<file path="config.mk">
export PLATFORM = sky130hd
export DESIGN_NAME = led_pattern_gen
export DESIGN_NICKNAME = d
export VERILOG_FILES = /design/src/rtl/led_pattern_gen.sv
export SDC_FILE = /design/constraint.sdc
export NUM_CORES = 1
export LEC_CHECK = 0
export BUFFER_PORTS_ARGS = -buffer_cell sky130_fd_sc_hd__buf_2
export CAP_MARGIN = 20
export CORE_MARGIN = 5
export CORE_UTILIZATION = 55
export CTS_BUF_LIST = sky130_fd_sc_hd__clkbuf_4 sky130_fd_sc_hd__clkbuf_8
export DETAILED_ROUTE_END_ITERATION = 6
export GPL_TIMING_DRIVEN = 0
export PLACE_DENSITY_LB_ADDON = 0.25
export SYNTH_ARGS = -nofsm -noshare
export SYNTH_HDL_FRONTEND = slang
export SYNTH_SLANG_ARGS = --single-unit
export TNS_END_PERCENT = 10
</file>
<file path="constraint.sdc">
create_clock -name hwclk -period 5.79 [get_ports hwclk]
set_input_delay 1.158 -clock hwclk [delete_from_list [all_inputs] [get_ports hwclk]]
set_output_delay 1.158 -clock hwclk [all_outputs]
set_load 0.01 [all_outputs]
</file>
<file path="src/rtl/led_pattern_gen.sv">
// LED pattern engine: a prescaled tick steps COUNT/SCAN/FILL/BREATHE patterns; a debounced button cycles the mode.
// The leds output is registered one cycle behind the pattern state. tick is a combinational decode of the prescaler.
module led_pattern_gen #(
    parameter int NUM_LEDS        = 8,
    parameter int TICK_DIV        = 12000000,
    parameter int PWM_W           = 8,
    parameter int DEBOUNCE_CYCLES = 240000
) (
    input  logic                hwclk,
    input  logic                rst,
    input  logic                mode_btn,
    output logic [NUM_LEDS-1:0] leds,
    output logic [1:0]          mode,
    output logic                tick
);

    localparam int PW   = (TICK_DIV > 2) ? $clog2(TICK_DIV) : 1;
    localparam int DW   = $clog2(DEBOUNCE_CYCLES + 1);
    localparam int POSW = $clog2(NUM_LEDS);
    localparam int KW   = $clog2(NUM_LEDS + 1);

    localparam logic [PW-1:0]   PRESC_MAX = PW'(TICK_DIV - 1);
    localparam logic [DW-1:0]   DB_MAX    = DW'(DEBOUNCE_CYCLES - 1);
    localparam logic [POSW-1:0] POS_MAX   = POSW'(NUM_LEDS - 1);
    localparam logic [KW-1:0]   K_MAX     = KW'(NUM_LEDS);

    typedef enum logic [1:0] {
        M_COUNT   = 2'd0,
        M_SCAN    = 2'd1,
        M_FILL    = 2'd2,
        M_BREATHE = 2'd3
    } mode_t;

    mode_t mode_q, mode_d;

    logic                sync1, sync2, db_lvl;
    logic [DW-1:0]       db_cnt;
    logic                db_hit, mode_evt;

    logic [PW-1:0]       presc;
    logic                tick_raw;

    logic [NUM_LEDS-1:0] cnt;
    logic [POSW-1:0]     scan_pos;
    logic                scan_up;
    logic [KW-1:0]       fill_k;
    logic [PWM_W-1:0]    pwm_cnt, duty;
    logic                duty_up;

    logic [NUM_LEDS-1:0] fill_mask, led_d;

    // The event is the cycle the debounced level is committed to 1, so its side effects land on the same edge.
    assign db_hit   = (sync2 != db_lvl) && (db_cnt == DB_MAX);
    assign mode_evt = db_hit && sync2;
    assign tick_raw = (presc == PRESC_MAX);
    assign tick     = tick_raw && !mode_evt;
    assign mode     = mode_q;

    always_ff @(posedge hwclk) begin
        if (rst) begin
            sync1  <= 1'b0;
            sync2  <= 1'b0;
            db_lvl <= 1'b0;
            db_cnt <= '0;
        end else begin
            sync1 <= mode_btn;
            sync2 <= sync1;
            if (sync2 == db_lvl) begin
                db_cnt <= '0;
            end else if (db_hit) begin
                db_lvl <= sync2;
                db_cnt <= '0;
            end else begin
                db_cnt <= db_cnt + DW'(1);
            end
        end
    end

    always_ff @(posedge hwclk) begin
        if (rst) begin
            mode_q <= M_COUNT;
        end else begin
            mode_q <= mode_d;
        end
    end

    always_comb begin
        mode_d = mode_q;
        if (mode_evt) begin
            mode_d = mode_t'(mode_q + 2'd1);
        end
    end

    // fill_mask = (1<<k)-1 built bitwise so k == NUM_LEDS never overflows.
    always_comb begin
        fill_mask = '0;
        for (int i = 0; i < NUM_LEDS; i++) begin
            fill_mask[i] = (KW'(i) < fill_k);
        end
    end

    always_comb begin
        led_d = '0;
        case (mode_q)
            M_COUNT:   led_d = cnt;
            M_SCAN:    led_d = NUM_LEDS'(1) << scan_pos;
            M_FILL:    led_d = fill_mask;
            M_BREATHE: led_d = {NUM_LEDS{pwm_cnt < duty}};
            default:   led_d = '0;
        endcase
    end

    always_ff @(posedge hwclk) begin
        if (rst) begin
            presc    <= '0;
            cnt      <= '0;
            scan_pos <= '0;
            scan_up  <= 1'b1;
            fill_k   <= '0;
            pwm_cnt  <= '0;
            duty     <= '0;
            duty_up  <= 1'b1;
            leds     <= '0;
        end else begin
            pwm_cnt <= pwm_cnt + PWM_W'(1);
            leds    <= led_d;
            if (mode_evt) begin
                presc    <= '0;
                cnt      <= '0;
                scan_pos <= '0;
                scan_up  <= 1'b1;
                fill_k   <= '0;
                duty     <= '0;
                duty_up  <= 1'b1;
            end else begin
                presc <= tick_raw ? '0 : presc + PW'(1);
                if (tick_raw) begin
                    case (mode_q)
                        M_COUNT: cnt <= cnt + NUM_LEDS'(1);
                        M_SCAN: begin
                            if (scan_up) begin
                                if (scan_pos == POS_MAX) begin
                                    scan_up  <= 1'b0;
                                    scan_pos <= scan_pos - POSW'(1);
                                end else begin
                                    scan_pos <= scan_pos + POSW'(1);
                                end
                            end else begin
                                if (scan_pos == '0) begin
                                    scan_up  <= 1'b1;
                                    scan_pos <= scan_pos + POSW'(1);
                                end else begin
                                    scan_pos <= scan_pos - POSW'(1);
                                end
                            end
                        end
                        M_FILL: fill_k <= (fill_k == K_MAX) ? '0 : fill_k + KW'(1);
                        M_BREATHE: begin
                            if (duty_up) begin
                                if (duty == '1) begin
                                    duty_up <= 1'b0;
                                    duty    <= duty - PWM_W'(1);
                                end else begin
                                    duty <= duty + PWM_W'(1);
                                end
                            end else begin
                                if (duty == '0) begin
                                    duty_up <= 1'b1;
                                    duty    <= duty + PWM_W'(1);
                                end else begin
                                    duty <= duty - PWM_W'(1);
                                end
                            end
                        end
                        default: ;
                    endcase
                end
            end
        end
    end

endmodule
</file>
==> metrics.md <==
| Metric | Value |
|---|---|
| XOR/XNOR Fraction of Synth Area | 10.0% |
| Total Nets Final | between 500 and 600 |
| CTS tree | done |
| Slew Viols, Final | 0 |
| Post-synthesis compound-gate area fraction | a little over a tenth |
| Worst setup EP type | output port |
| First-pass GRT wire length | roughly 16000 um |
| PostCTS Resize Cnt | 0 |
| Post-synth ARST share | 0% |
| Crit-path max cell delay | about 360 ps |
| Top Ports | 14 |
| Largest net degree at the start of global routing | 16 |
| Crit path time final | 3280 ps |
| TNS Setup | 0 ps |
| Mux cell area share after synthesis | between 1.5 and 2% |
| Pre-CTS setup slack | a little under 3000 ps |
| RSZ-0062 raised after global routing | no |
| Min-Delay Path Class | flip-flop to flip-flop |
| Post-synthesis register bit count | 88 |
| Core area | roughly 7800 um^2 |
| Share of layout cells above drive strength 1 | around 8.4% |
| Final period util | 56.7% |
| DRC Markers | 0 |
| Count leader, synth | dfxtp_1 |
| CP top delay family | simple AND/OR/NAND/NOR gates |
| Via/cell ratio | 5.62 |
| Syn. warnings | 0 |
| Post-synth EDFFs | 0 |
| Max-slew headroom | between 20% and 30% |
| Hold_buf cts | 0 |
| Wirelength per Cell | between 10 and 15 um |
| Total CTS buffers | 9 |
| Antenna diodes | 0 |
| Row cnt | 32 |
| Leakage | about 0.0018 uW |
| Post-DP HPWL | 6530 um |
| Status | completed |
| Max Freq | ~0.30 GHz |
| H-tree levels | 3 |
| Area Growth Syn to Fin | 8.63% |
| Worst Setup Path Type | flip-flop to output port |
| Synthesized instance count | around 510 |
| Final Hold Viols | 0 |
| Simple-Gate Fraction of Synth Area | roughly 26% |
| Sequential area share after synthesis | between 30% and 40% |
| Largest area contributor in the netlist | dfxtp_1 |
| Postcts setup bufs | 0 |
| Overall routing resource usage | around a fifth |
| Synth top area cells | dfxtp_1 (39%), ha_1 (8.1%), nor2_1 (6.2%), xor2_1 (5.9%), xnor2_1 (4.1%) |
| Flip-flop and latch area | around 1800 um^2 |
| Final Cell Area | around 4900 um^2 |
| Synthesized cell area | 4470 um^2 |
| Main combinational cell family by area after synthesis | simple AND/OR/NAND/NOR gates |
| Critical path fanouts, max | 9 |
| Die height | between 100 and 150 um |
| DRT iter0 DRCs | ~160 |
| Yosys top cell area share | 39.5% |
| CTS Buffer Depth | 2 |
| Buffers added on ports | 13 |
| CTS Root Cell | clkbuf_8 |
| DR pass1 iterations | 4 |
| Multi-input gate area | roughly 2500 um^2 |
| Clock Latency Late Sink | approximately 370 ps |
| Commonest cells in the netlist | dfxtp_1 (88), nor2_1 (74), nand3_1 (30), xor2_1 (30) |
| Adder-cell share of the synthesized area | 8.13% |
| Least-Margin Pin Slew | roughly 1100 ps |
| Worst Skew | between 9 and 10 ps |
| Worst VDD drop | around 0.00013 V |
| Initial core utilization | around 57% |
| Setup violators final | 0 |
| Setup ws final | between 2000 and 3000 ps |
| Slowest stage cell, crit path | dfxtp_1 |
| Pwr per Cell Area | ~210 nW/um^2 |
| Mapped Nets | 540 |
| Number of global-route vias before repair | between 3k and 4k |
| Final WL | roughly 8900 um |
| Most used DFF post-synth | dfxtp_1 |
| Clock transition at the registers of the reported paths | about 90 ps |
| Dpl cell area | roughly 4700 um^2 |
| Tot Pwr | approximately 1000 uW |
| Max cap viols | 0 |
| Placer Congestion | 0.957 |
| CP Launch Type | flip-flop |
| Total clock sinks | between 80 and 90 |
| Die area | 10000 um^2 |
| Antenna-violating nets left | 0 |
| Worst Path Required | between 4000 and 5000 ps |
| Congestion Overflow GR | 0 |
| Initial antenna violation count | 0 |
| Crit-path cells | ha_1 -> nand3_1 -> nor2_4 -> and4_1 -> a21boi_0 -> buf_2 |
| FILL cells | ~700 |
| Buf+Inv Stages, Crit Path | 1 |
| Syn_area_per_cell | around 8.8 um^2 |
| Synth cell types | a little over 50 |
| Die width | around 100 um |
| Arrival @ worst endpoint | approximately 2100 ps |
| Vias after detailed routing | around 3.6k |
cells in the final DEF (no fill, tap or decap), types with 10 or more instances in the layout:
cell      count
nor2_1       74
xor2_1       30
a21oi_1      23
nand4_1      14
xnor2_1      21
clkbuf_1     14
inv_1        29
clkbuf_8     10
buf_2        14
ha_1         29
dfxtp_1      88
nand2_1      27
nand3_1      30
worst reg2reg max path: cells and delay by family (launching register included):
family,cells,cell delay (ps)
flip-flops,1,370
adder cells (fa/ha/maj),1,220
AND/OR/NAND/NOR,5,1070
buffers and inverters,2,680
final timing paths:
path / slack (ps) / from / to / cells after the start
worst max-delay path: 2510 / presc[0] / tick / 6
worst min-delay path: 440 / sync1 / sync2 / 1
worst max register to register: 3320 / db_cnt[0] / cnt[0] / 8
worst min register to register: 440 / sync1 / sync2 / 1
where the power goes:
group          internal [uW]  total (uW)  switching [uW]
clock                    175         402             227
combinational           10.4        25.2            14.8
sequential               609         613            3.89
total                    794        1040             246
layout make-up:
class / instances / area share (%)
flip-flops and latches: 88 / 36.3
repair buffers: 14 / 1.50
plain buffers: 16 / 1.86
clock buffers: 11 / 2.99
clock inverters: 5 / 0.825
multi-input cells: 375 / 51.6
inverters: 29 / 2.24
well taps: 102 / 2.63
logic make-up (layout without fill, tap and decap cells):
group,after synthesis,in the layout
AO/OA/AOI/OAI,71,71
XOR/XNOR,51,51
adder cells (fa/ha/maj),29,29
buffers and inverters,45,75
flip-flops,88,88
multiplexers,7,7
AND/OR/NAND/NOR,217,217
layer usage:
layer | routed length [um] | part of all wire [%] | vias to the layer above | track usage, %
met4 | 163 | 1.8 | 0 | 7.46
met1 | 4370 | 49 | 1685 | 25.2
met2 | 3980 | 45 | 71 | 29.7
met5 | 0 | 0 | - | 0
li1 | - | - | 1823 | -
met3 | 356 | 4.0 | 18 | 3.68
state kept, by name (all words and copies together), names as in the netlist:
signal,count
scan_up,1
pwm_cnt,8
fill_k,4
sync2,1
scan_pos,3
mode,2
db_cnt,18
cnt,8
db_lvl,1
presc,24
duty,8
leds,8
sync1,1
duty_up,1
through the flow:
| step | util [%] | hold WS, ps | cells |
|---|---|---|---|
| floorplan | - | 414 | 508 |
| global placement | 59.7 | 418 | 623 |
| detailed placement | 59.7 | 428 | 623 |
| CTS | 62.0 | 445 | 639 |
| global route | 62.1 | 450 | 640 |
| finish | 62.1 | 442 | 640 |
(Power assumes the default switching activity.)
